`config.mk`:
```
export PLATFORM = sky130hd
export DESIGN_NAME = cv32e40p_tmr_fault_monitor_flat
export DESIGN_NICKNAME = d
export VERILOG_FILES = /design/src/rtl/cv32e40p_tmr_fault_monitor_if.sv /design/src/rtl/cv32e40p_tmr_fault_monitor.sv /design/src/flat_wrapper.sv
export SDC_FILE = /design/constraint.sdc
export NUM_CORES = 1
export LEC_CHECK = 0
export ABC_AREA = 1
export BUFFER_PORTS_ARGS = -buffer_cell sky130_fd_sc_hd__buf_2
export CAP_MARGIN = 5
export CORE_ASPECT_RATIO = 0.5
export CORE_MARGIN = 10
export CORE_UTILIZATION = 40
export DETAILED_ROUTE_END_ITERATION = 10
export PLACE_DENSITY = 0.59
export SLEW_MARGIN = 20
export SYNTH_ARGS = -nofsm -noshare
export SYNTH_HDL_FRONTEND = slang
export SYNTH_SLANG_ARGS = --single-unit
```
`constraint.sdc`:
```
create_clock -name clk -period 7 [get_ports clk]
set_input_delay 0.7 -clock clk [delete_from_list [all_inputs] [get_ports clk]]
set_output_delay 0.7 -clock clk [all_outputs]
set_load 0.02 [all_outputs]
```
`src/rtl/cv32e40p_tmr_fault_monitor_if.sv`:
```
// Bundle of the replica inputs and the voted/fault-report outputs of the TMR fault monitor.
interface cv32e40p_tmr_fault_monitor_if #(
    parameter int unsigned WIDTH = 32
);
    logic             valid_i;
    logic [WIDTH-1:0] rep0_i;
    logic [WIDTH-1:0] rep1_i;
    logic [WIDTH-1:0] rep2_i;
    logic             clear_i;
    logic [WIDTH-1:0] out_o;
    logic             valid_o;
    logic             err_detected_o;
    logic [2:0]       err_replica_o;
    logic             uncorrectable_o;
    logic [2:0]       replica_failed_o;
    logic [15:0]      err_cnt_o;

    modport master (
        output valid_i, rep0_i, rep1_i, rep2_i, clear_i,
        input  out_o, valid_o, err_detected_o, err_replica_o, uncorrectable_o,
               replica_failed_o, err_cnt_o
    );

    modport slave (
        input  valid_i, rep0_i, rep1_i, rep2_i, clear_i,
        output out_o, valid_o, err_detected_o, err_replica_o, uncorrectable_o,
               replica_failed_o, err_cnt_o
    );
endinterface

```
`src/rtl/cv32e40p_tmr_fault_monitor.sv`:
```
// TMR voter with per-replica health tracking and degraded duplex/simplex fallback.
// Define CV32E40P_TMR_ERR_CNT_EN to build the saturating 16-bit error counter.
module cv32e40p_tmr_fault_monitor #(
    parameter int unsigned WIDTH          = 32,
    parameter int unsigned PERM_THRESHOLD = 4
) (
    input logic                         clk,
    input logic                         rst_n,
    cv32e40p_tmr_fault_monitor_if.slave bus
);
    typedef enum logic [1:0] {StHealthy, StSuspect, StFailed} rep_state_e;

    rep_state_e       state_q [3];
    logic [3:0]       cnt_q   [3];
    logic [WIDTH-1:0] out_q;
    logic             valid_q;
    logic             det_q;
    logic [2:0]       rep_q;
    logic             unc_q;

    logic [2:0]       failed;
    logic [1:0]       nfail;
    logic [WIDTH-1:0] voted;
    logic [WIDTH-1:0] first_active;
    logic             duplex_diff;
    logic [2:0]       mism;
    logic [WIDTH-1:0] sel_out;
    logic             unc_c;
    logic             advance;

    always_comb begin
        for (int k = 0; k < 3; k++) begin
            failed[k] = (state_q[k] == StFailed);
        end
        nfail = {1'b0, failed[0]} + {1'b0, failed[1]} + {1'b0, failed[2]};
        voted = (bus.rep0_i & bus.rep1_i) | (bus.rep0_i & bus.rep2_i) |
                (bus.rep1_i & bus.rep2_i);

        if (!failed[0])      first_active = bus.rep0_i;
        else if (!failed[1]) first_active = bus.rep1_i;
        else if (!failed[2]) first_active = bus.rep2_i;
        else                 first_active = bus.rep0_i;

        // Only meaningful in duplex mode: compare the two surviving replicas.
        if (failed[0])      duplex_diff = (bus.rep1_i != bus.rep2_i);
        else if (failed[1]) duplex_diff = (bus.rep0_i != bus.rep2_i);
        else                duplex_diff = (bus.rep0_i != bus.rep1_i);

        mism    = 3'b000;
        sel_out = first_active;
        unc_c   = 1'b1;
        unique case (nfail)
            2'd0: begin
                mism    = {bus.rep2_i != voted, bus.rep1_i != voted, bus.rep0_i != voted};
                sel_out = voted;
                unc_c   = (mism[0] & mism[1]) | (mism[0] & mism[2]) | (mism[1] & mism[2]);
            end
            2'd1: begin
                mism  = duplex_diff ? ~failed : 3'b000;
                unc_c = duplex_diff;
            end
            default: ;
        endcase
        advance = bus.valid_i && (nfail < 2'd2);
    end

    always_ff @(posedge clk) begin
        if (!rst_n) begin
            out_q   <= '0;
            valid_q <= 1'b0;
            det_q   <= 1'b0;
            rep_q   <= 3'b000;
            unc_q   <= 1'b0;
            for (int k = 0; k < 3; k++) begin
                state_q[k] <= StHealthy;
                cnt_q[k]   <= 4'd0;
            end
        end else begin
            valid_q <= bus.valid_i;
            if (bus.valid_i) begin
                out_q <= sel_out;
                det_q <= |mism;
                rep_q <= mism;
                unc_q <= unc_c;
            end else begin
                det_q <= 1'b0;
                rep_q <= 3'b000;
                unc_q <= 1'b0;
            end
            for (int k = 0; k < 3; k++) begin
                if (bus.clear_i) begin
                    state_q[k] <= StHealthy;
                    cnt_q[k]   <= 4'd0;
                end else if (advance) begin
                    case (state_q[k])
                        StHealthy: begin
                            if (mism[k]) begin
                                state_q[k] <= StSuspect;
                                cnt_q[k]   <= 4'd1;
                            end
                        end
                        StSuspect: begin
                            if (mism[k]) begin
                                cnt_q[k] <= cnt_q[k] + 4'd1;
                                if (cnt_q[k] + 4'd1 == 4'(PERM_THRESHOLD)) begin
                                    state_q[k] <= StFailed;
                                end
                            end else begin
                                state_q[k] <= StHealthy;
                                cnt_q[k]   <= 4'd0;
                            end
                        end
                        default: ;
                    endcase
                end
            end
        end
    end

`ifdef CV32E40P_TMR_ERR_CNT_EN
    logic [15:0] err_cnt_q;

    // Counts alongside err_detected_o so the value already includes the flagged sample.
    always_ff @(posedge clk) begin
        if (!rst_n || bus.clear_i) begin
            err_cnt_q <= 16'd0;
        end else if (bus.valid_i && (|mism) && (err_cnt_q != 16'hFFFF)) begin
            err_cnt_q <= err_cnt_q + 16'd1;
        end
    end

    assign bus.err_cnt_o = err_cnt_q;
`else
    assign bus.err_cnt_o = 16'd0;
`endif

    assign bus.out_o            = out_q;
    assign bus.valid_o          = valid_q;
    assign bus.err_detected_o   = det_q;
    assign bus.err_replica_o    = rep_q;
    assign bus.uncorrectable_o  = unc_q;
    assign bus.replica_failed_o = {state_q[2] == StFailed, state_q[1] == StFailed,
                                   state_q[0] == StFailed};
endmodule
```
`src/flat_wrapper.sv`:
```
// flat-port wrapper written by rule: the top's interface ports become plain ports
module cv32e40p_tmr_fault_monitor_flat 
#(
    parameter int unsigned WIDTH          = 32,
    parameter int unsigned PERM_THRESHOLD = 4
)
  (clk, rst_n, bus_valid_i, bus_rep0_i, bus_rep1_i, bus_rep2_i, bus_clear_i, bus_out_o, bus_valid_o, bus_err_detected_o, bus_err_replica_o, bus_uncorrectable_o, bus_replica_failed_o, bus_err_cnt_o);
  cv32e40p_tmr_fault_monitor_if #(.WIDTH(WIDTH)) bus_i ();
  input logic clk;
  input logic rst_n;
  input wire logic [$bits(bus_i.valid_i)-1:0] bus_valid_i;
  input wire logic [$bits(bus_i.rep0_i)-1:0] bus_rep0_i;
  input wire logic [$bits(bus_i.rep1_i)-1:0] bus_rep1_i;
  input wire logic [$bits(bus_i.rep2_i)-1:0] bus_rep2_i;
  input wire logic [$bits(bus_i.clear_i)-1:0] bus_clear_i;
  output wire logic [$bits(bus_i.out_o)-1:0] bus_out_o;
  output wire logic [$bits(bus_i.valid_o)-1:0] bus_valid_o;
  output wire logic [$bits(bus_i.err_detected_o)-1:0] bus_err_detected_o;
  output wire logic [$bits(bus_i.err_replica_o)-1:0] bus_err_replica_o;
  output wire logic [$bits(bus_i.uncorrectable_o)-1:0] bus_uncorrectable_o;
  output wire logic [$bits(bus_i.replica_failed_o)-1:0] bus_replica_failed_o;
  output wire logic [$bits(bus_i.err_cnt_o)-1:0] bus_err_cnt_o;
  assign bus_i.valid_i = bus_valid_i;
  assign bus_i.rep0_i = bus_rep0_i;
  assign bus_i.rep1_i = bus_rep1_i;
  assign bus_i.rep2_i = bus_rep2_i;
  assign bus_i.clear_i = bus_clear_i;
  assign bus_out_o = bus_i.out_o;
  assign bus_valid_o = bus_i.valid_o;
  assign bus_err_detected_o = bus_i.err_detected_o;
  assign bus_err_replica_o = bus_i.err_replica_o;
  assign bus_uncorrectable_o = bus_i.uncorrectable_o;
  assign bus_replica_failed_o = bus_i.replica_failed_o;
  assign bus_err_cnt_o = bus_i.err_cnt_o;
  cv32e40p_tmr_fault_monitor #(.WIDTH(WIDTH), .PERM_THRESHOLD(PERM_THRESHOLD)) u_core (.clk(clk), .rst_n(rst_n), .bus(bus_i));
endmodule
```
### Word level (Yosys, flattened, before mapping)

Memory sizes are Yosys's and may differ from the RTL's.
Cells that the tools add are included.

| cells by class | value |
|---|---|
| equal/unequal tests | 16 |
| add/sub/neg operators | 5 |
| bitwise gates (word level) | 35 |
| reduce and logical (&&, ||, !) cells | 7 |
| magnitude comparators | 1 |
| multiplexer cells | 109 |

Operators with widths:

| kind | count |
|---|---|
| $ne A32 B32 Y1 | 6 |
| $mux W32 | 4 |
| $and A32 B32 Y32 | 3 |
| $mux W1 | 78 |
| $or A32 B32 Y32 | 2 |
| $mux W4 | 12 |
| $or A1 B1 Y1 | 26 |
| $mux W2 | 12 |
| $add A4 B1 Y4 const B | 3 |
| $eq A4 B3 Y1 const B | 3 |
| $eq A2 B1 Y1 const B | 4 |
| $logic_not A2 Y1 | 4 |
| $eq A2 B2 Y1 const B | 3 |
| $pmux W3 S2 | 1 |
| $and A1 B1 Y1 | 3 |
| $mux W3 | 1 |
| $not A3 Y3 | 1 |
| $reduce_or A3 Y1 | 1 |
| $add A1 B1 Y2 | 1 |
| $add A2 B1 Y2 | 1 |
| $lt A2 B2 Y1 const B | 1 |
| $pmux W1 S2 | 1 |
| $reduce_and A2 Y1 | 1 |
| $logic_and A1 B1 Y1 | 1 |

| word-level totals | value |
|---|---|
| output and inout port bits | 57 |
| flip-flop bits (word level) | 38 |
| memory bits (writable) | 18 |
| memories kept | 2 |

Memories:

| memory | depth | width | rd ports | clocked after memory_dff | write ports | RTL line | RTL |
|---|---|---|---|---|---|---|---|
| u_core.cnt_q | 3 | 4 | 3 | 0 | 3 | cv32e40p_tmr_fault_monitor.sv:14 | `logic [3:0] cnt_q [3];` |
| u_core.state_q | 3 | 2 | 3 | 0 | 3 | cv32e40p_tmr_fault_monitor.sv:13 | `rep_state_e state_q [3];` |

### Longest topological paths before layout

An unclocked memory read counts as a cell.

| logic depth | value |
|---|---|
| depth after elaboration | 15 |
| depth in mapped cells | 18 |
| gate-level depth less buffers | 17 |

### Least setup slack after synthesis

No wires, ideal clock.

| timing | value |
|---|---|
| kind | reg-to-reg |
| from | mem u_core.state_q[2][0] (netlist bit) |
| to | mem u_core.cnt_q[0][0], enable pin |
| path slack | 4.158 ns |
| setup time | 0.288 ns |
| period minus slack after synthesis | 2.842 ns |
| stages on the path, launching flop included | 11 |
| data arrival time | 2.555 ns |
| path through | edfxtp_1 nor2_1 clkinv_1 clkbuf_1 fa_1 nand2_1 clkinv_1 nand2_1 nand2_2 a21oi_1 nand3_1 |

RTL lines:

| element | RTL line |
|---|---|
| from (decl) | cv32e40p_tmr_fault_monitor.sv:13 |
| to (decl) | cv32e40p_tmr_fault_monitor.sv:14 |

==> run metrics <==
largest net degree at the start of global routing 67; total die area 23000 sq um; Gate power share 0.450; pwr/cell area 153 nW/um^2; P_leak 4.24 nW; CTS tree built; post_cts resized 0; share of power burned in registers 0.321; ys async rst share 0; DP Worst Slack 3.55 ns; Commonest cells post-synth nand2_1, inv_1, nor2_1; # H-tree levels 2; GRT overflow 0; Die Y 112 microns; internal power 0.670 mW; CORE AREA 16500 sq um; Residual DRC 0; CTS clk-pin slew, worst paths 0.07 ns; Sw Ratio 0.438; wire length per cell 16.4 microns; Skew-Pair Late Insertion Delay 0.31 ns; Sink Count 56; cell row count 33; post-CTS setup buffer count 0; Yosys cell types 37; Worst slew margin 0.425; Post-DP HPWL 19.7 mm; number of antenna violations at the first check in global routing 0; CP Data Arrival Time 3.52 ns; Layout Nets 1456; post-synth top area share 0.224; Peak VDD IR 102 uV; largest cells by area after synthesis nand2_1, dfxtp_1, inv_1, edfxtp_1, ha_1; Max Fclk 0.283 GHz; gate count of the mapped netlist 1201; sequential fraction of the synthesis area 0.191; die width 205 microns; yosys warns 0; most numerous cell in the Yosys netlist nand2_1; CTS root buffer clkbuf_16; fin util 0.471; Longest Clk Path Bufs 2; gp weighted congestion 0.922; starting DRC count in detailed routing 671; Crit Path Category reg -> reg; unrepaired setup endpoints after global routing no; clock power share 0.229; area of the mapped netlist 6810 sq um; Avg Inst Size Synth 5.67 sq um; CP Capture Type register; Post-Route Setup TNS 0 ns; net switching power 0.522 mW; Synth Flop Type dfxtp_1; setup ws final 3.46 ns; Post-DRT Antenna Nets 0; via/cell ratio 5.25; worst slew pin tran 0.862 ns; Hold Crit Class reg -> reg; Pre-antenna DRT Iters 8; IO buf count 140; skew final 0.0185 ns; Ant. Diodes 0; count of final hold-check violations 0; global-route wire length before repair 39.2 mm; Final Max Slew Viols 0; max_cap viols 0; drt total wl 25.4 mm; CTS buffer count 5; WP data required 6.98 ns; Synth area leader nand2_1; endpoints failing setup 0; Initial Utilization 0.412; IO Pins 157; vias in the first global route 7529; #FFs+latches synth 56; hold_buf cts 0; Worst setup SP type register; run status completed; Syn-to-layout area delta 14.1%; share of cells above drive strength 1 0.130; EDFF count, synth 18; maximum fanout along the worst path 57; Total GRT Usage 0.211; vias 8106; Tmin final 3.54 ns; Final period util 0.506
[worst paths after layout]
check | slack, ns | to | cells after the start | start
worst max-delay path | 3.46 | u_core.cnt_q[0][2] | 15 | u_core.state_q[1][0]
worst min-delay path | 0.54 | u_core.bus.out_o[7] | 2 | u_core.bus.out_o[7]
worst max register to register | 3.46 | u_core.cnt_q[0][2] | 15 | u_core.state_q[1][0]
worst min register to register | 0.54 | u_core.bus.out_o[7] | 2 | u_core.bus.out_o[7]
[final cells by class]
cell class,instances,area [sq um]
multi-input combinational,935,4630
clock buffer,5,125
timing repair buffer,150,776
inverter,169,634
clock inverter,3,22.5
tap,227,284
fill,1815,8740
sequential,56,1300
[kinds of logic (layout without fill, tap and decap cells)]
group	count (synthesis)	count (layout)	share of synthesized area
AOI/OAI and AO/OA	201	201	0.167
and+or+nand+nor	645	645	0.387
xor gates and xnor gates	34	34	0.0437
other	1	16	0.000551
buffers and inverters	225	327	0.138
adders and majority gates	39	39	0.0727
DFF	56	56	0.191
[flip-flops by register name (all words and copies together) (netlist names)]
| register | flops |
|---|---|
| u_core.bus.uncorrectable_o | 1 |
| u_core.bus.err_detected_o | 1 |
| u_core.bus.err_replica_o | 3 |
| u_core.cnt_q | 12 |
| u_core.bus.valid_o | 1 |
| u_core.state_q | 6 |
| u_core.bus.out_o | 32 |
[per-stage QoR]
| step | total power, mW | instance area (sq um) | hold WS (ns) | std cells |
|---|---|---|---|---|
| 2_1_floorplan | 0.736 | 6870 | 0.567 | 1216 |
| 3_3_place_gp | 0.914 | 7620 | 0.525 | 1537 |
| 3_5_place_dp | 0.920 | 7620 | 0.528 | 1537 |
| 4_1_cts | 1.19 | 7770 | 0.544 | 1545 |
| 5_1_grt | 1.28 | 7770 | 0.571 | 1545 |
| 6_report | 1.19 | 7770 | 0.541 | 1545 |
[cell usage in the layout, fill, tap and decap left out, drive strengths merged, types with 3 or more instances in the layout]
cell    count
o211ai      4
o22ai      19
a31oi      32
buf       150
o32ai      13
ha         38
or2         3
nand4      20
dfxtp      38
a21oi      56
nor2      121
clkbuf      5
o21ai      76
clkinv      4
conb       16
nand3      74
nand2     410
nor3        6
inv       168
nor4        6
nand3b      4
edfxtp     18
xnor2       8
xor2       26
[power groups by stage]
stage | Clock [mW] | Combinational, mW | Sequential [mW]
after floorplan | 0 | 0.322 | 0.414
after global placement | 0 | 0.525 | 0.389
after detailed placement | 0 | 0.530 | 0.390
after CTS | 0.277 | 0.533 | 0.382
after global routing | 0.289 | 0.601 | 0.386
final | 0.273 | 0.537 | 0.382
[worst max-delay path, cell delays in order (launching register included)]
cell and delay [ns]:
edfxtp_1 0.46, inv_2 0.31, nand2_4 0.29, buf_4 0.40
nand2_1 0.16, o21ai_0 0.12, nand2_1 0.09, nand2_1 0.05
nor2_1 0.28, nand2_1 0.09, nor2_1 0.14, nand3_2 0.20
nand3_1 0.14, nand2_2 0.09, a21oi_1 0.19, nand3_1 0.20
[metal layers]
metal / vias up / share of wire / GRT usage
met3: 18 / 0.085 / 0.0491
met1: 3695 / 0.46 / 0.283
li1: 4104 / - / -
met2: 289 / 0.45 / 0.341
met4: 0 / 0.0091 / 0.0378
met5: - / 0 / 0
Power figures use the tool's default switching activity.
